<file path="config.mk">
export PLATFORM = sky130hd
export DESIGN_NAME = fpga_uart_rx_monitor_flat
export DESIGN_NICKNAME = d
export VERILOG_FILES = /design/src/rtl/fpga_uart_pkg.sv /design/src/rtl/fpga_uart_rx_monitor_if.sv /design/src/rtl/fpga_sync_fifo.sv /design/src/rtl/fpga_uart_rx_monitor.sv /design/src/flat_wrapper.sv
export SDC_FILE = /design/constraint.sdc
export NUM_CORES = 1
export LEC_CHECK = 0
export CAP_MARGIN = 20
export CELL_PAD_IN_SITES_DETAIL_PLACEMENT = 0
export CELL_PAD_IN_SITES_GLOBAL_PLACEMENT = 1
export CORE_MARGIN = 4
export CORE_UTILIZATION = 35
export CTS_BUF_LIST = sky130_fd_sc_hd__clkbuf_2 sky130_fd_sc_hd__clkbuf_4 sky130_fd_sc_hd__clkbuf_8
export DETAILED_ROUTE_END_ITERATION = 10
export GPL_TIMING_DRIVEN = 0
export PLACE_DENSITY_LB_ADDON = 0.1
export SLEW_MARGIN = 20
export SYNTH_ARGS = -nofsm -noshare
export SYNTH_HDL_FRONTEND = slang
export SYNTH_SLANG_ARGS = --single-unit
</file>
<file path="constraint.sdc">
create_clock -name CLK100MHZ -period 4.5 [get_ports CLK100MHZ]
set_input_delay 1.125 -clock CLK100MHZ [delete_from_list [all_inputs] [get_ports CLK100MHZ]]
set_output_delay 1.125 -clock CLK100MHZ [all_outputs]
set_load 0.01 [all_outputs]
</file>
<file path="src/rtl/fpga_uart_pkg.sv">
// Shared types and constants for the UART receive monitor.
package fpga_uart_pkg;

   localparam int UART_DATA_BITS = 8;

   typedef enum logic [2:0] {
      ST_IDLE      = 3'd0,
      ST_START     = 3'd1,
      ST_DATA      = 3'd2,
      ST_STOP      = 3'd3,
      ST_WAIT_IDLE = 3'd4
   } rx_state_t;

   // Counter value at which the start bit is checked: half a bit period
   // after the falling edge, so every later sample lands mid-bit.
   function automatic logic [15:0] half_bit(input int clks_per_bit);
      return 16'(clks_per_bit / 2 - 1);
   endfunction

endpackage

</file>
<file path="src/rtl/fpga_uart_rx_monitor_if.sv">
// Valid/ready pop port carrying received bytes out of the monitor FIFO.
interface fpga_uart_rx_monitor_if;
   import fpga_uart_pkg::*;

   logic [UART_DATA_BITS-1:0] rx_data;
   logic                      rx_valid;
   logic                      rx_ready;

   modport master (output rx_data, output rx_valid, input rx_ready);
   modport slave  (input rx_data, input rx_valid, output rx_ready);
endinterface

</file>
<file path="src/rtl/fpga_sync_fifo.sv">
// Single-clock FIFO with a registered show-ahead head and separate count register.
module fpga_sync_fifo #(
   parameter int WIDTH = 8,
   parameter int DEPTH = 16,
   parameter int CNT_W = $clog2(DEPTH + 1)
) (
   input  logic             clk,
   input  logic             srst,
   input  logic             push,
   input  logic [WIDTH-1:0] push_data,
   input  logic             pop,
   output logic [WIDTH-1:0] head,
   output logic             head_valid,
   output logic [CNT_W-1:0] count,
   output logic             drop
);
   localparam int PTR_W = $clog2(DEPTH);

   logic [WIDTH-1:0] mem [DEPTH];
   logic [PTR_W-1:0] wr_ptr_reg, rd_ptr_reg, rd_ptr_next;
   logic [CNT_W-1:0] count_reg, count_next, count_after_pop;
   logic [WIDTH-1:0] head_reg, head_next;
   logic             valid_reg;
   logic             full, do_pop, do_push;

   // A pop frees the slot in the same cycle, so a full FIFO still accepts a push alongside it.
   always_comb begin
      full            = (count_reg == CNT_W'(DEPTH));
      do_pop          = pop && (count_reg != '0);
      do_push         = push && (!full || do_pop);
      drop            = push && full && !do_pop;
      rd_ptr_next     = rd_ptr_reg + PTR_W'(do_pop);
      count_after_pop = count_reg - CNT_W'(do_pop);
      count_next      = count_after_pop + CNT_W'(do_push);
      // Bypass the array when the pushed byte becomes the new head.
      if (count_next == '0)
         head_next = '0;
      else if (do_push && (count_after_pop == '0))
         head_next = push_data;
      else
         head_next = mem[rd_ptr_next];
   end

   // Storage array, written without reset.
   always_ff @(posedge clk) begin
      if (do_push)
         mem[wr_ptr_reg] <= push_data;
   end

   // Pointers, occupancy and the registered head/valid outputs.
   always_ff @(posedge clk) begin
      if (srst) begin
         wr_ptr_reg <= '0;
         rd_ptr_reg <= '0;
         count_reg  <= '0;
         head_reg   <= '0;
         valid_reg  <= 1'b0;
      end else begin
         wr_ptr_reg <= wr_ptr_reg + PTR_W'(do_push);
         rd_ptr_reg <= rd_ptr_next;
         count_reg  <= count_next;
         head_reg   <= head_next;
         valid_reg  <= (count_next != '0);
      end
   end

   assign head       = head_reg;
   assign head_valid = valid_reg;
   assign count      = count_reg;
endmodule

</file>
<file path="src/rtl/fpga_uart_rx_monitor.sv">
// Oversampling 8N1 receiver that buffers decoded bytes and flags line errors.
module fpga_uart_rx_monitor
   import fpga_uart_pkg::*;
#(
   parameter int CLKS_PER_BIT = 434,
   parameter int FIFO_DEPTH   = 16,
   parameter int CNT_W        = $clog2(FIFO_DEPTH + 1)
) (
   input  logic                   CLK100MHZ,
   input  logic                   ck_rst,
   input  logic                   rxd,
   fpga_uart_rx_monitor_if.master rx,
   output logic                   frame_err,
   output logic                   overflow,
   output logic [CNT_W-1:0]       fifo_count
);
   localparam logic [15:0] HALF_BIT = half_bit(CLKS_PER_BIT);
   localparam logic [15:0] FULL_BIT = 16'(CLKS_PER_BIT - 1);

   logic [1:0]                sync_reg;
   logic                      rxd_s;
   rx_state_t                 state_reg, state_next;
   logic [15:0]               bit_cnt_reg;
   logic [2:0]                bit_idx_reg;
   logic [UART_DATA_BITS-1:0] shift_reg;
   logic                      frame_err_reg, overflow_reg;
   logic                      half_hit, bit_end;
   logic                      cnt_clr, idx_clr, shift_en, push, frame_bad;
   logic                      fifo_drop;

   assign rxd_s    = sync_reg[1];
   assign half_hit = (bit_cnt_reg == HALF_BIT);
   assign bit_end  = (bit_cnt_reg == FULL_BIT);

   // Two-flop synchroniser; resets to the idle (high) line level.
   always_ff @(posedge CLK100MHZ) begin
      if (ck_rst)
         sync_reg <= 2'b11;
      else
         sync_reg <= {sync_reg[0], rxd};
   end

   // FSM state register.
   always_ff @(posedge CLK100MHZ) begin
      if (ck_rst)
         state_reg <= ST_IDLE;
      else
         state_reg <= state_next;
   end

   // FSM next-state decode.
   always_comb begin
      state_next = state_reg;
      unique case (state_reg)
         ST_IDLE:      if (!rxd_s) state_next = ST_START;
         ST_START:     if (half_hit) state_next = rxd_s ? ST_IDLE : ST_DATA;
         ST_DATA:      if (bit_end && (bit_idx_reg == 3'd7)) state_next = ST_STOP;
         ST_STOP:      if (bit_end) state_next = rxd_s ? ST_IDLE : ST_WAIT_IDLE;
         ST_WAIT_IDLE: if (rxd_s) state_next = ST_IDLE;
         default:      state_next = ST_IDLE;
      endcase
   end

   // FSM outputs: counter control, data sampling, push and frame-error strobes.
   always_comb begin
      cnt_clr   = 1'b0;
      idx_clr   = 1'b0;
      shift_en  = 1'b0;
      push      = 1'b0;
      frame_bad = 1'b0;
      unique case (state_reg)
         ST_IDLE, ST_WAIT_IDLE: cnt_clr = 1'b1;
         ST_START: if (half_hit) begin
            cnt_clr = 1'b1;
            idx_clr = 1'b1;
         end
         ST_DATA: if (bit_end) begin
            cnt_clr  = 1'b1;
            shift_en = 1'b1;
         end
         ST_STOP: if (bit_end) begin
            cnt_clr   = 1'b1;
            push      = rxd_s;
            frame_bad = !rxd_s;
         end
         default: cnt_clr = 1'b1;
      endcase
   end

   // Bit timing counter, bit index and LSB-first shift register.
   always_ff @(posedge CLK100MHZ) begin
      if (ck_rst) begin
         bit_cnt_reg <= '0;
         bit_idx_reg <= '0;
         shift_reg   <= '0;
      end else begin
         bit_cnt_reg <= cnt_clr ? 16'd0 : bit_cnt_reg + 16'd1;
         if (idx_clr)
            bit_idx_reg <= '0;
         else if (shift_en)
            bit_idx_reg <= bit_idx_reg + 3'd1;
         if (shift_en)
            shift_reg <= {rxd_s, shift_reg[UART_DATA_BITS-1:1]};
      end
   end

   // Error flags: one-cycle frame error pulse, sticky overflow.
   always_ff @(posedge CLK100MHZ) begin
      if (ck_rst) begin
         frame_err_reg <= 1'b0;
         overflow_reg  <= 1'b0;
      end else begin
         frame_err_reg <= frame_bad;
         if (fifo_drop)
            overflow_reg <= 1'b1;
      end
   end

   fpga_sync_fifo #(
      .WIDTH (UART_DATA_BITS),
      .DEPTH (FIFO_DEPTH),
      .CNT_W (CNT_W)
   ) u_fifo (
      .clk        (CLK100MHZ),
      .srst       (ck_rst),
      .push       (push),
      .push_data  (shift_reg),
      .pop        (rx.rx_ready),
      .head       (rx.rx_data),
      .head_valid (rx.rx_valid),
      .count      (fifo_count),
      .drop       (fifo_drop)
   );

   assign frame_err = frame_err_reg;
   assign overflow  = overflow_reg;
endmodule

</file>
<file path="src/flat_wrapper.sv">
// flat-port wrapper written by rule: the top's interface ports become plain ports
module fpga_uart_rx_monitor_flat import fpga_uart_pkg::*;
#(
   parameter int CLKS_PER_BIT = 434,
   parameter int FIFO_DEPTH   = 16,
   parameter int CNT_W        = $clog2(FIFO_DEPTH + 1)
)
  (CLK100MHZ, ck_rst, rxd, frame_err, overflow, fifo_count, rx_rx_data, rx_rx_valid, rx_rx_ready);
  fpga_uart_rx_monitor_if rx_i ();
  input  logic CLK100MHZ;
  input  logic ck_rst;
  input  logic rxd;
  output logic frame_err;
  output logic overflow;
  output logic [CNT_W-1:0] fifo_count;
  output wire logic [$bits(rx_i.rx_data)-1:0] rx_rx_data;
  output wire logic [$bits(rx_i.rx_valid)-1:0] rx_rx_valid;
  input wire logic [$bits(rx_i.rx_ready)-1:0] rx_rx_ready;
  assign rx_rx_data = rx_i.rx_data;
  assign rx_rx_valid = rx_i.rx_valid;
  assign rx_i.rx_ready = rx_rx_ready;
  fpga_uart_rx_monitor #(.CLKS_PER_BIT(CLKS_PER_BIT), .FIFO_DEPTH(FIFO_DEPTH), .CNT_W(CNT_W)) u_core (.CLK100MHZ(CLK100MHZ), .ck_rst(ck_rst), .rxd(rxd), .rx(rx_i), .frame_err(frame_err), .overflow(overflow), .fifo_count(fifo_count));
endmodule
</file>
=== After elaboration in Yosys (flattened, before gate mapping) ===
Memory sizes are Yosys's and may differ from the RTL's.
Cells that the tools add are included.

* Add/subtract/negate cells: 6
* Multipliers: 0
* Div/mod/pow operators: 0
* Magnitude comparators: 0
* Equality and inequality tests: 13
* Shift-type cells: 0
* Mux-type cells: 18
* Bitwise operators: 2
* Reductions and logical operators: 21

{| class="wikitable"
|+ Operators by type and width
! operator !! number
|-
| 2-to-1 mux 3 bit || 6
|-
| adder 16 x 1 -> 16 bit (second input constant) || 1
|-
| equality test 16 x 8 -> 1 bit (second input constant) || 1
|-
| equality test 16 x 9 -> 1 bit (second input constant) || 1
|-
| one-hot mux 3 bit (5 select lines) || 1
|-
| logical NOT 5 bit || 2
|-
| nonzero test 5 bit || 2
|-
| adder 4 x 1 -> 4 bit || 2
|-
| 2-to-1 mux 1 bit || 8
|-
| 2-to-1 mux 8 bit || 1
|-
| inequality test 2 x 1 -> 1 bit (second input constant) || 4
|-
| OR reduction 2 bit || 4
|-
| equality test 3 x 2 -> 1 bit (second input constant) || 2
|-
| equality test 3 bit (second input constant) || 2
|-
| logical AND 1 bit || 6
|-
| adder 5 x 1 -> 5 bit || 1
|-
| equality test 5 bit (second input constant) || 1
|-
| AND reduction 5 bit || 1
|-
| subtractor 5 x 1 -> 5 bit || 1
|-
| adder 3 x 1 -> 3 bit (second input constant) || 1
|-
| equality test 3 x 1 -> 1 bit (second input constant) || 1
|-
| logical NOT 1 bit || 3
|-
| logical NOT 3 bit || 1
|-
| OR reduction 3 bit || 1
|-
| 5 further kinds || 6
|}

* Register bits after elaboration: 56
* Bits in latches: 0
* Memory bits (writable): 128
* ROM bits: 0
* Output and inout bits: 16
* Memories kept: 1

{| class="wikitable"
|+ Memory list
! name !! depth !! width !! read ports !! clocked after Yosys merged registers in !! write ports !! line !! source
|-
| u_core.u_fifo.mem || 16 || 8 || 1 || 0 || 1 || fpga_sync_fifo.sv:19 || <nowiki>logic [WIDTH-1:0] mem [DEPTH];</nowiki>
|}

=== Longest topological paths before layout ===
Gate-level depths: netlist of the first run.

* Depth in word-level cells: 7
* Gate-level depth with buffers: 14
* Depth with buffers taken out: 13

=== Hierarchy ===
A second synthesis of the first run with hierarchy kept.

* Cells, all modules: 487
* Area total of the unflattened synthesis: 7554.7 um^2

{| class="wikitable"
|+ Modules (own cells, without submodules)
! module !! instances !! cells each !! area each (um^2) !! sequential area each (um^2)
|-
| fpga_sync_fifo || 1 || 323 || 6039.5 || 4284.1
|-
| fpga_uart_rx_monitor || 1 || 164 || 1515.2 || 680.7
|}

=== Worst setup path after synthesis of the first run ===
Ideal clock, no wire load.

* Path type: input -> register
* Start: in rx_rx_ready
* End: reg u_core.u_fifo.head_reg[2] (netlist: u_core.u_fifo.head[2])
* Setup time: 0.126 ns
* Data arrival time: 2.960 ns
* Data required time: 4.374 ns
* Path slack: 1.414 ns
* Stages on the path: 10
* Buffers on the path: 2
* Cells stage by stage: o21a_1 > ha_1 > ha_1 > clkbuf_1 > clkbuf_1 > mux4_2 > mux2i_1 > mux2i_1 > mux2i_1 > nor2_1

{| class="wikitable"
|+ RTL lines
! what !! line !! source
|-
| start: declaration || flat_wrapper.sv:18 || <nowiki>input wire logic [$bits(rx_i.rx_ready)-1:0] rx_rx_ready;</nowiki>
|-
| logical AND 1 bit || fpga_sync_fifo.sv:29 || <nowiki>do_pop = pop && (count_reg != '0);</nowiki>
|-
| adder 4 x 1 -> 4 bit || fpga_sync_fifo.sv:32 || <nowiki>rd_ptr_next = rd_ptr_reg + PTR_W'(do_pop);</nowiki>
|-
| named net u_core.u_fifo.rd_ptr_next[1] || fpga_sync_fifo.sv:20 || <nowiki>logic [PTR_W-1:0] wr_ptr_reg, rd_ptr_reg, rd_ptr_next;</nowiki>
|-
| memory read (16 x 8 bit) || -- ||
|-
| 2-to-1 mux 8 bit || fpga_sync_fifo.sv:38 || <nowiki>else if (do_push && (count_after_pop == '0))</nowiki>
|-
| end signal: assignment || fpga_sync_fifo.sv:62 || <nowiki>head_reg <= head_next;</nowiki>
|-
| end: declaration || fpga_sync_fifo.sv:22 || <nowiki>logic [WIDTH-1:0] head_reg, head_next;</nowiki>
|}

The timed path passes the listed nets, and every way through them passes these cells.
A chain may end at the register's enable or synchronous reset.

=== Worst setup path in the final report of the first run ===
* Start: in rx_rx_ready
* End: reg u_core.u_fifo.head_reg[5] (netlist: u_core.u_fifo.head[5])

Same word-level chain as after synthesis.

==> results of run 1 <==
[worst min path at each step]
| stage | endpoint | slack, ns | cells after the start |
|---|---|---|---|
| floorplan | u_core.sync_reg[1]$_SDFF_PP1_ | 0.39 | 1 |
| global placement | u_core.sync_reg[1]$_SDFF_PP1_ | 0.40 | 1 |
| detailed placement | u_core.sync_reg[1]$_SDFF_PP1_ | 0.40 | 1 |
| CTS | u_core.sync_reg[1]$_SDFF_PP1_ | 0.42 | 1 |
| global route | u_core.sync_reg[1]$_SDFF_PP1_ | 0.44 | 1 |
| finish | u_core.sync_reg[1]$_SDFF_PP1_ | 0.42 | 1 |
[metrics by stage]
| stage | instances | worst slack [ns] | setup TNS (ns) | power (mW) |
|---|---|---|---|---|
| after detailed placement | 780 | -0.0493 | -0.0922 | 2.88 |
| after floorplan | 482 | 1.41 | 0 | 2.57 |
| after CTS | 811 | 0.448 | 0 | 4.01 |
| final | 811 | 0.508 | 0 | 3.93 |
| after global routing | 811 | 0.381 | 0 | 4.13 |
| after global placement | 776 | -0.0612 | -0.147 | 2.88 |
[power groups by stage]
stage,combinational [mW],sequential (mW),clock (mW)
6_report,0.950,1.86,1.12
5_1_grt,1.04,1.86,1.23
4_1_cts,0.985,1.86,1.16
3_5_place_dp,0.982,1.90,0
3_3_place_gp,0.984,1.90,0
2_1_floorplan,0.660,1.91,0
[per-layer routing]
metal | track usage, % | vias to the layer above
met5 | 0 | -
met4 | 4.42 | 0
met3 | 2.57 | 17
met2 | 23.0 | 70
met1 | 18.4 | 2045
li1 | - | 1879
[cell families (layout without fill, tap and decap cells)]
group	Yosys count	in the layout	synth area share, %
AO/OA/AOI/OAI	21	21	1.78
XOR/XNOR	24	24	2.90
adder cells (fa/ha/maj)	13	13	2.16
buffers and inverters	30	84	1.91
flip-flops	184	184	66.1
multiplexers	64	64	13.9
AND/OR/NAND/NOR	146	146	11.3
[placed cells by master, fill, tap and decap left out, types with 2 or more instances in the layout]
master and n:
edfxtp_1 128, dfxtp_1 56, nor2_1 42, mux4_2 32
mux2i_1 32, nand2_1 28, clkdlybuf4s50_1 19, clkbuf_8 17
xnor2_1 15, nor2b_1 13, ha_1 13, inv_1 12
a21oi_1 12, clkbuf_1 9, nand3_1 9, nor2_4 8
xor2_1 7, buf_2 6, and3_1 6, clkinv_2 5
nand3b_1 4, nor3_2 4, nand4_1 4, nor3_1 4
buf_4 4, nor4_4 3, nand2b_1 3, a31oi_1 3
nor2_2 3, bufinv_16 3, and4b_1 2, nor3b_1 2
xor2_2 2, or2_2 2, or3_1 2, clkinvlp_4 2
clkinv_4 2
[worst max-delay path, stage by stage]
cell             delay (ns)
clkdlybuf4s50_1        0.45
o21a_1                 0.20
ha_1                   0.23
ha_1                   0.28
clkbuf_1               0.26
clkbuf_1               0.66
mux4_2                 0.46
mux2i_1                0.31
mux2i_1                0.12
mux2i_1                0.16
nor2_1                 0.05
[cell type report]
class | count | area share [%]
plain buffers | 18 | 1.16
clock buffers | 18 | 2.84
multi-input cells | 268 | 28.6
repair buffers | 23 | 2.59
flip-flops and latches | 184 | 58.4
clock inverters | 13 | 1.84
inverters | 12 | 0.530
well taps | 275 | 4.05
==> qor.yml, run 1 <==
critical_path:
  crit-reg2reg-capture: "u_core.u_fifo.head[5]$_SDFF_PP0_"
  regToRegStartpoint: "u_core.u_fifo.count[2]$_SDFF_PP0_"
  r2r.worst_path.cells: 11
  critPathCapture: "u_core.u_fifo.head[5]$_SDFF_PP0_"
  worst_ep_required_time_ns: 4.83
  critPathLaunchType: "input pin"
  r2r_slack_ns: 0.59
  crit_path_end_kind: "register"
  setup.worst_path.start: "rx_rx_ready"
  worst-setup-path-type: "in2reg"
  worstPathMaxFanout: 10
  crit_arrival_ns: 4.32
finish:
  area_delta_synth_final_pct: 13.2
  footprint_of_the_multi_input_gates_mm2: 0.00243
  number_of_diodes_added_for_antenna_fixing: 0
  max_ffs_per_register: 128
  final_nets: 541
  n_fill_cell: 2017
  layout-drive-gt1-share_pct: 19.2
  post-route-util_pct: 40.3
  finalInstanceArea_mm2: 0.00850
  seq_area_mm2: 0.00496
clocking:
  cts_setup_buffers: 0
  cts_root_buf: "clkbuf_8"
  clk_path_buf_depth: 2
  post_cts_hold_buffer_count: 0
  tritoncts: "built"
  cts_inserted_buffers: 17
  cts.sink_count: 184
  clock_latency_on_the_worst_skew_pair_ns: 0.46
  clkSlewWorstSetupHoldPaths_ns: 0.09
  post_cts_resized: 0
  htreeDepth: 4
power_and_ir_drop:
  power_frac_seq_pct: 47.3
  power.net_switching_mw: 1.06
  p_int_mw: 2.87
  static-leakage-power_nw: 2.90
  share_of_power_burned_in_combinational_logic_pct: 24.2
  vdd_ir_drop_max_uv: 172
  power.switching_fraction_pct: 27.0
  cellPowerDensity_mw_per_mm2: 462
  clock_power_share_pct: 28.5
timing:
  timing.final.setup_violations: 0
  slew-limit-headroom_pct: 33.0
  whs_ns: 0.419
  worst-slew-pin-transition_ns: 1.00
  report.final.hold_viol_count: 0
  final.setup_skew_ns: 0.0136
  rsz0062_at_grt: "no"
  timing.final.max_slew_violations: 0
  period_minus_slack_ns: 3.99
  period_share_pct: 88.7
  timing.fmax_mhz: 251
grt:
  globalRoute.totalOverflow: 0
  groute.usage.overall_pct: 13.8
  via_count_of_the_first_global_routing_pass: 4175
  grt_max_degree: 20
  grt_pass1_wl_mm: 24.6
  grt_antenna_before_repair: 0
floorplanning:
  placementRows: 53
  die_area_mm2: 0.0239
  effective_utilization_at_floorplan_pct: 35.6
  fp.coreArea_mm2: 0.0211
  die_height_um: 155
  chipWidth_um: 155
  boundaryPins: 20
yosys:
  post-synth-top-count-cell: "edfxtp_1"
  ys_warn_count: 0
  synth.yosys.seq_area_share_pct: 66.1
  synth_fp_nets: 499
  syn-cell-area_mm2: 0.00751
  post_synth_inst_count: 482
  synthDominantAreaCellType: "edfxtp_1"
  largest_cells_by_area_after_synthesis: "edfxtp_1, dfxtp_1, mux4_2"
  synth_area_per_cell_um2: 15.6
  synthDistinctLibCells: 45
  synth_commonest_cells: "edfxtp_1, dfxtp_1, nor2_1"
  synth_top_area_share_pct: 51.2
  predominant_post_synthesis_flop_cell: "edfxtp_1"
  async_flop_share_pct: 0
  synth-edff-count: 128
  yosys_register_bits: 184
placed_design:
  place_congestion: 0.727
  final_hpwl_from_detailed_placement_mm: 10.6
  total_placed_instance_area_mm2: 0.00811
  buffer_ports.inserted: 19
detailed_routing:
  top_signal_layer_used: "met4"
  route.met2.wl_mm: 7.85
  met3_wl_um: 441
  drcViolationCount: 0
  routedWlPerCell_um: 19.3
  postRouteAntennaNets: 0
  detailedRoute.firstIterationViolations: 177
  vias: 4011
  drt-vias-per-instance: 4.95
  totalWireLength_mm: 15.7
  drt_pre_antenna_iters: 4
  metal1_wirelength_mm: 7.18
min_path:
  worstHoldPathType: "reg2reg"
  hp-start: "u_core.sync_reg[0]$_SDFF_PP1_"
run_status:
  result_of_the_run: "finished, final reports clean"
run:
  max-cap-violations: 0
Power figures use the tool's default switching activity.
==> run 2, diff against run 1 <==
Settings changed: PLACE_DENSITY set to 0.56, PLACE_DENSITY_LB_ADDON 0.1 to unset.
==> qor.yml, run 2 (synthesis gave the netlist of run 1 again) <==
run_status:
  result_of_the_run: "finished, final reports clean"  # unchanged
detailed_routing:
  vias: 3975  # was 4011
  detailedRoute.firstIterationViolations: 199  # was 177
  postRouteAntennaNets: 0  # unchanged
  routedWlPerCell_um: 19.0  # was 19.3 µm
  drt_pre_antenna_iters: 5  # was 4
  drt-vias-per-instance: 4.90  # was 4.95
  drcViolationCount: 0  # unchanged
  totalWireLength_mm: 15.4  # was 15.7 mm
clocking:
  post_cts_hold_buffer_count: 0  # unchanged
  cts.sink_count: 184  # unchanged
  htreeDepth: 4  # unchanged
  clkSlewWorstSetupHoldPaths_ns: 0.10  # was 0.09 ns
  cts_inserted_buffers: 17  # unchanged
  clk_path_buf_depth: 2  # unchanged
  tritoncts: "built"  # unchanged
  clock_latency_on_the_worst_skew_pair_ns: 0.45  # was 0.46 ns
  cts_setup_buffers: 0  # unchanged
  post_cts_resized: 0  # unchanged
  cts_root_buf: "clkbuf_8"  # unchanged
critical_path:
  regToRegStartpoint: "u_core.u_fifo.count[2]$_SDFF_PP0_"  # unchanged
  worstPathMaxFanout: 10  # unchanged
  crit_path_end_kind: "register"  # unchanged
  r2r_slack_ns: 0.69  # was 0.59 ns
  crit-reg2reg-capture: "u_core.u_fifo.head[2]$_SDFF_PP0_"  # was u_core.u_fifo.head[5]$_SDFF_PP0_
  critical-path-max-stage-delay_ns: 0.62  # was 0.66 ns
  worstPathCellList: "clkdlybuf4s50_1, o21a_1, ha_1, ha_1, clkbuf_1, clkbuf_1, mux4_2, mux2i_1, mux2i_1, mux2i_1, nor2_1"  # unchanged
  worst-setup-path-type: "in2reg"  # unchanged
  cp_slowest_cell: "clkbuf_1"  # unchanged
  crit_arrival_ns: 4.25  # was 4.32 ns
  r2r.worst_path.cells: 11  # unchanged
  cpMostUsedCell: "mux2i_1"  # unchanged
  critPathLaunchType: "input pin"  # unchanged
  setup.worst_path.start: "rx_rx_ready"  # unchanged
  worst_ep_required_time_ns: 4.81  # was 4.83 ns
min_path:
  hold_path_depth: 1  # unchanged
  min_delay_worst_endpoint: "u_core.sync_reg[1]$_SDFF_PP1_"  # unchanged
  hp-start: "u_core.sync_reg[0]$_SDFF_PP1_"  # unchanged
  worstHoldPathType: "reg2reg"  # unchanged
timing:
  totalNegativeSetupSlack_ns: 0  # unchanged
  rsz0062_at_grt: "no"  # unchanged
  timing.final.setup_violations: 0  # unchanged
  timing.fmax_mhz: 254  # was 251 MHz
  slew-limit-headroom_pct: 28.6  # was 33.0%
  report.final.hold_viol_count: 0  # unchanged
  finalWorstSetupSlack_ns: 0.564  # was 0.508 ns
  timing.final.max_slew_violations: 0  # unchanged
  period_share_pct: 87.5  # was 88.7%
  worst-slew-pin-transition_ns: 1.07  # was 1.00 ns
  final.setup_skew_ns: 0.0109  # was 0.0136 ns
  period_minus_slack_ns: 3.94  # was 3.99 ns
placed_design:
  final_hpwl_from_detailed_placement_mm: 10.6  # about the same
  place_congestion: 0.776  # was 0.727
  pre_cts_slack_ns: 0.0582  # was -0.0493 ns
  buffer_ports.inserted: 19  # unchanged
  total_placed_instance_area_mm2: 0.00810  # was 0.00811 mm²
finish:
  max_ffs_per_register: 128  # unchanged
  number_of_diodes_added_for_antenna_fixing: 0  # unchanged
  finalInstanceArea_mm2: 0.00854  # was 0.00850 mm²
  post-route-util_pct: 40.5  # was 40.3%
  area_delta_synth_final_pct: 13.6  # was 13.2%
  layout_common_cells: "edfxtp_1, dfxtp_1, nor2_1"  # unchanged
  layout-drive-gt1-share_pct: 19.0  # was 19.2%
  final_common_cell: "edfxtp_1"  # unchanged
  final_nets: 541  # unchanged
power_and_ir_drop:
  vdd_ir_drop_max_uv: 175  # was 172 µV
  static-leakage-power_nw: 2.91  # was 2.90 nW
  totalPowerFinal_mw: 4.00  # was 3.93 mW
  cellPowerDensity_mw_per_mm2: 468  # was 462 mW/mm²
grt:
  globalRoute.totalOverflow: 0  # unchanged
  grt_pass1_wl_mm: 24.4  # was 24.6 mm
  groute.usage.overall_pct: 13.6  # was 13.8%
  via_count_of_the_first_global_routing_pass: 4197  # was 4175
  grt_antenna_before_repair: 0  # unchanged
  grt_max_degree: 20  # unchanged
run:
  max-cap-violations: 0  # unchanged
floorplanning:
  die_height_um: 155  # unchanged
  boundaryPins: 20  # unchanged
  effective_utilization_at_floorplan_pct: 35.6  # unchanged
  fp.coreArea_mm2: 0.0211  # unchanged
  chipWidth_um: 155  # unchanged
  placementRows: 53  # unchanged
  die_area_mm2: 0.0239  # unchanged
-- run 2: layout make-up --
class	count	area, µm²
clock inverter	15	196
buffer	18	98.8
sequential	184	4960
timing repair buffer	23	220
clock buffer	17	234
tap	275	344
fill	1977	12600
inverter	12	45.0
multi-input combinational	268	2430
-- run 2: stage by stage --
stage | hold slack, ns | instances
after detailed placement | 0.414 | 780
after global placement | 0.413 | 776
after floorplan | 0.389 | 482
final | 0.434 | 812
after CTS | 0.442 | 812
after global routing | 0.460 | 812
-- run 2: worst max-delay path by stage --
stage / to / slack, ns / cells after the start
2_1_floorplan: u_core.u_fifo.head[2]$_SDFF_PP0_ / 1.41 / 10
3_3_place_gp: u_core.u_fifo.head[2]$_SDFF_PP0_ / 0.06 / 11
3_5_place_dp: u_core.u_fifo.head[1]$_SDFF_PP0_ / 0.06 / 11
4_1_cts: u_core.u_fifo.head[1]$_SDFF_PP0_ / 0.55 / 11
5_1_grt: u_core.u_fifo.head[2]$_SDFF_PP0_ / 0.43 / 11
6_report: u_core.u_fifo.head[2]$_SDFF_PP0_ / 0.56 / 11
-- run 2: critical path: cells and delay by family --
family / cells / cell delay [ns]
buffers and inverters: 3 / 1.41
muxes: 4 / 0.97
adders and majority gates: 2 / 0.48
AOI/OAI and AO/OA: 1 / 0.18
and+or+nand+nor: 1 / 0.07
-- run 2: per-layer routing --
metal	wire [µm]	share of wire [%]	global-route usage [%]	vias to the layer above
met5	0	0	0	-
met2	7620	49	22.5	54
met1	7180	47	17.8	2029
met4	216	1.4	4.88	0
met3	381	2.5	2.74	10
li1	-	-	-	1882
-- run 2: report_power, final --
| group | total [mW] | switching (mW) | internal (mW) |
|---|---|---|---|
| clock | 1.19 | 0.586 | 0.607 |
| combinational | 0.944 | 0.460 | 0.485 |
| sequential | 1.86 | 0.0282 | 1.83 |
| total | 4.00 | 1.07 | 2.92 |
==> run 3, diff against run 2 <==
Settings changed: CORE_MARGIN 4 to unset, SYNTH_HIERARCHICAL set to 1.
==> qor.yml, run 3 <==
run_status:
  result_of_the_run: "finished, final reports clean"  # unchanged
grt:
  via_count_of_the_first_global_routing_pass: 4072  # was 4197
  globalRoute.totalOverflow: 0  # unchanged
  groute.usage.overall_pct: 15.1  # was 13.6%
  grt_antenna_before_repair: 0  # unchanged
  grt_pass1_wl_mm: 24.1  # was 24.4 mm
  grt_max_degree: 20  # unchanged
yosys:
  synth_top_area_share_pct: 50.9  # was 51.2%
  synthDominantAreaCellType: "edfxtp_1"  # unchanged
  syn-cell-area_mm2: 0.00755  # was 0.00751 mm²
  synth.yosys.seq_area_share_pct: 65.7  # was 66.1%
  post-synth-top-count-cell: "edfxtp_1"  # unchanged
  yosys_register_bits: 184  # unchanged
  synthDistinctLibCells: 49  # was 45
  ys_warn_count: 6  # was 0
  synth-edff-count: 128  # unchanged
  synth_area_per_cell_um2: 15.5  # was 15.6 µm²
  largest_cells_by_area_after_synthesis: "edfxtp_1, dfxtp_1, mux4_2"  # unchanged
  predominant_post_synthesis_flop_cell: "edfxtp_1"  # unchanged
  post_synth_inst_count: 487  # was 482
  synth_fp_nets: 504  # was 499
  async_flop_share_pct: 0  # unchanged
  synth_commonest_cells: "edfxtp_1, nor2_1, dfxtp_1"  # was edfxtp_1, dfxtp_1, nor2_1
detailed_routing:
  detailedRoute.firstIterationViolations: 297  # was 199
  drcViolationCount: 0  # unchanged
  vias: 4067  # was 3975
  drt-vias-per-instance: 5.00  # was 4.90
  drt_pre_antenna_iters: 4  # was 5
  totalWireLength_mm: 15.3  # was 15.4 mm
  postRouteAntennaNets: 0  # unchanged
  routedWlPerCell_um: 18.8  # was 19.0 µm
critical_path:
  regToRegStartpoint: "u_core/u_fifo/count[2]$_SDFF_PP0_"  # was u_core.u_fifo.count[2]$_SDFF_PP0_
  worstPathCellList: "clkdlybuf4s50_1, a21boi_0, ha_1, ha_1, clkbuf_1, buf_2, mux4_2, mux2i_1, mux2i_1, mux2i_1, nor3_1"  # was clkdlybuf4s50_1, o21a_1, ha_1, ha_1, clkbuf_1, clkbuf_1, mux4_2, mux2i_1, mux2i_1, mux2i_1, nor2_1
  cp_slowest_cell: "clkdlybuf4s50_1"  # was clkbuf_1
  crit_arrival_ns: 4.19  # was 4.25 ns
  critPathLaunchType: "input pin"  # unchanged
  critical-path-max-stage-delay_ns: 0.47  # was 0.62 ns
  r2r.worst_path.cells: 12  # was 11
  crit_path_end_kind: "register"  # unchanged
  worst-setup-path-type: "in2reg"  # unchanged
  cpMostUsedCell: "mux2i_1"  # unchanged
  crit-reg2reg-capture: "u_core/u_fifo/head[5]$_SDFF_PP0_"  # was u_core.u_fifo.head[2]$_SDFF_PP0_
  worst-path-buf-inv: 3  # unchanged
  worst_ep_required_time_ns: 4.82  # was 4.81 ns
  r2r_slack_ns: 0.85  # was 0.69 ns
  worstPathMaxFanout: 10  # unchanged
  cp_top_family: "buffers and inverters"  # unchanged
min_path:
  worstHoldPathType: "reg2reg"  # unchanged
  hold_path_depth: 1  # unchanged
  min_delay_worst_endpoint: "u_core/sync_reg[1]$_SDFF_PP1_"  # was u_core.sync_reg[1]$_SDFF_PP1_
  hp-start: "u_core/sync_reg[0]$_SDFF_PP1_"  # was u_core.sync_reg[0]$_SDFF_PP1_
finish:
  final_common_cell: "edfxtp_1"  # unchanged
  n_fill_cell: 1965  # was 1977
  layout_common_cells: "edfxtp_1, nor2_1, dfxtp_1"  # was edfxtp_1, dfxtp_1, nor2_1
  area_delta_synth_final_pct: 12.4  # was 13.6%
  number_of_diodes_added_for_antenna_fixing: 0  # unchanged
  layout-drive-gt1-share_pct: 16.5  # was 19.0%
  max_ffs_per_register: 128  # unchanged
  final_nets: 542  # was 541
power_and_ir_drop:
  static-leakage-power_nw: 2.99  # was 2.91 nW
  share_of_power_burned_in_combinational_logic_pct: 31.6  # was 23.6%
  power_frac_seq_pct: 43.7  # was 46.6%
  clock_power_share_pct: 24.7  # was 29.8%
  power.switching_fraction_pct: 29.6  # was 26.8%
  cellPowerDensity_mw_per_mm2: 509  # was 468 mW/mm²
  p_int_mw: 3.04  # was 2.92 mW
  power.net_switching_mw: 1.28  # was 1.07 mW
  vdd_ir_drop_max_uv: 187  # was 175 µV
timing:
  final.setup_skew_ns: 0.0108  # was 0.0109 ns
  timing.fmax_mhz: 259  # was 254 MHz
  worst-slew-pin-transition_ns: 0.908  # was 1.07 ns
  slew-limit-headroom_pct: 39.2  # was 28.6%
  period_minus_slack_ns: 3.86  # was 3.94 ns
  period_share_pct: 85.8  # was 87.5%
  timing.final.max_slew_violations: 0  # unchanged
  totalNegativeSetupSlack_ns: 0  # unchanged
  timing.final.setup_violations: 0  # unchanged
  report.final.hold_viol_count: 0  # unchanged
  finalWorstSetupSlack_ns: 0.638  # was 0.564 ns
  rsz0062_at_grt: "no"  # unchanged
floorplanning:
  boundaryPins: 20  # unchanged
  effective_utilization_at_floorplan_pct: 35.8  # was 35.6%
  placementRows: 53  # unchanged
  chipWidth_um: 149  # was 155 µm
  fp.coreArea_mm2: 0.0211  # unchanged
  die_height_um: 149  # was 155 µm
  die_area_mm2: 0.0222  # was 0.0239 mm²
clocking:
  clk_path_buf_depth: 2  # unchanged
  post_cts_hold_buffer_count: 0  # unchanged
  htreeDepth: 4  # unchanged
  cts.sink_count: 184  # unchanged
  cts_setup_buffers: 0  # unchanged
  post_cts_resized: 0  # unchanged
  clkSlewWorstSetupHoldPaths_ns: 0.09  # was 0.10 ns
  cts_inserted_buffers: 17  # unchanged
  tritoncts: "built"  # unchanged
  clock_latency_on_the_worst_skew_pair_ns: 0.46  # was 0.45 ns
  cts_root_buf: "clkbuf_8"  # unchanged
placed_design:
  pre_cts_slack_ns: 0.151  # was 0.0582 ns
  final_hpwl_from_detailed_placement_mm: 10.1  # was 10.6 mm
  buffer_ports.inserted: 19  # unchanged
  place_congestion: 0.743  # was 0.776
run:
  max-cap-violations: 0  # unchanged
[run 3: worst register-to-register path: cells and delay by family, from the launching register on]
family / cells / cell delay [ns]
mux: 4 / 1.01
buf+inv: 3 / 0.91
fa+ha+maj: 2 / 0.54
simple gates: 2 / 0.47
flops: 1 / 0.32
compound gates: 1 / 0.26
[run 3: worst max path at each step]
stage,startpoint,depth (start not counted),endpoint
final,rx_rx_ready,11,u_core/u_fifo/head[5]$_SDFF_PP0_
after global placement,rx_rx_ready,11,u_core/u_fifo/head[5]$_SDFF_PP0_
after CTS,rx_rx_ready,11,u_core/u_fifo/head[5]$_SDFF_PP0_
after floorplan,rx_rx_ready,9,u_core/u_fifo/head[0]$_SDFF_PP0_
after detailed placement,rx_rx_ready,11,u_core/u_fifo/head[5]$_SDFF_PP0_
after global routing,rx_rx_ready,11,u_core/u_fifo/head[4]$_SDFF_PP0_
[run 3: power by group through the flow]
stage / registers, mW / clock network, mW / logic, mW
after floorplan: 1.95 / 0 / 0.938
after global placement: 1.93 / 0 / 1.39
after detailed placement: 1.93 / 0 / 1.39
after CTS: 1.89 / 1.10 / 1.39
after global routing: 1.90 / 1.18 / 1.48
final: 1.89 / 1.07 / 1.37
[run 3: cell families after synthesis]
group / share of synthesized area (%)
flip-flops: 65.7
AND/OR/NAND/NOR: 9.87
multiplexers: 15.4
buffers and inverters: 2.30
XOR/XNOR: 2.87
AO/OA/AOI/OAI: 1.72
adder cells (fa/ha/maj): 2.15
[run 3: area by class of cell]
cell class	instances	area [µm²]	share of cell area [%]
plain buffers	23	133	1.56
clock buffers	19	249	2.93
clock inverters	13	130	1.53
inverters	11	41.3	0.486
multi-input cells	269	2440	28.7
flip-flops and latches	184	4960	58.5
well taps	275	344	4.05
repair buffers	19	190	2.24
[run 3: layer usage]
layer | share of wire (%) | global-route usage, % | vias up | wire [µm]
met1 | 47 | 20.6 | 2104 | 7240
met2 | 49 | 23.9 | 59 | 7440
met4 | 1.1 | 4.59 | 0 | 167
met3 | 3.0 | 3.30 | 12 | 459
met5 | 0 | 0 | - | 0
li1 | - | - | 1892 | -
[run 3: through the flow]
stage	cell area, µm²	hold WS [ns]	total power, mW	util, %	std cells
floorplan	7550	0.389	2.89	-	487
global placement	8090	0.392	3.32	38.4	781
detailed placement	8110	0.394	3.32	38.5	781
CTS	8490	0.417	4.38	40.3	813
global route	8490	0.432	4.56	40.3	813
finish	8490	0.416	4.32	40.3	813
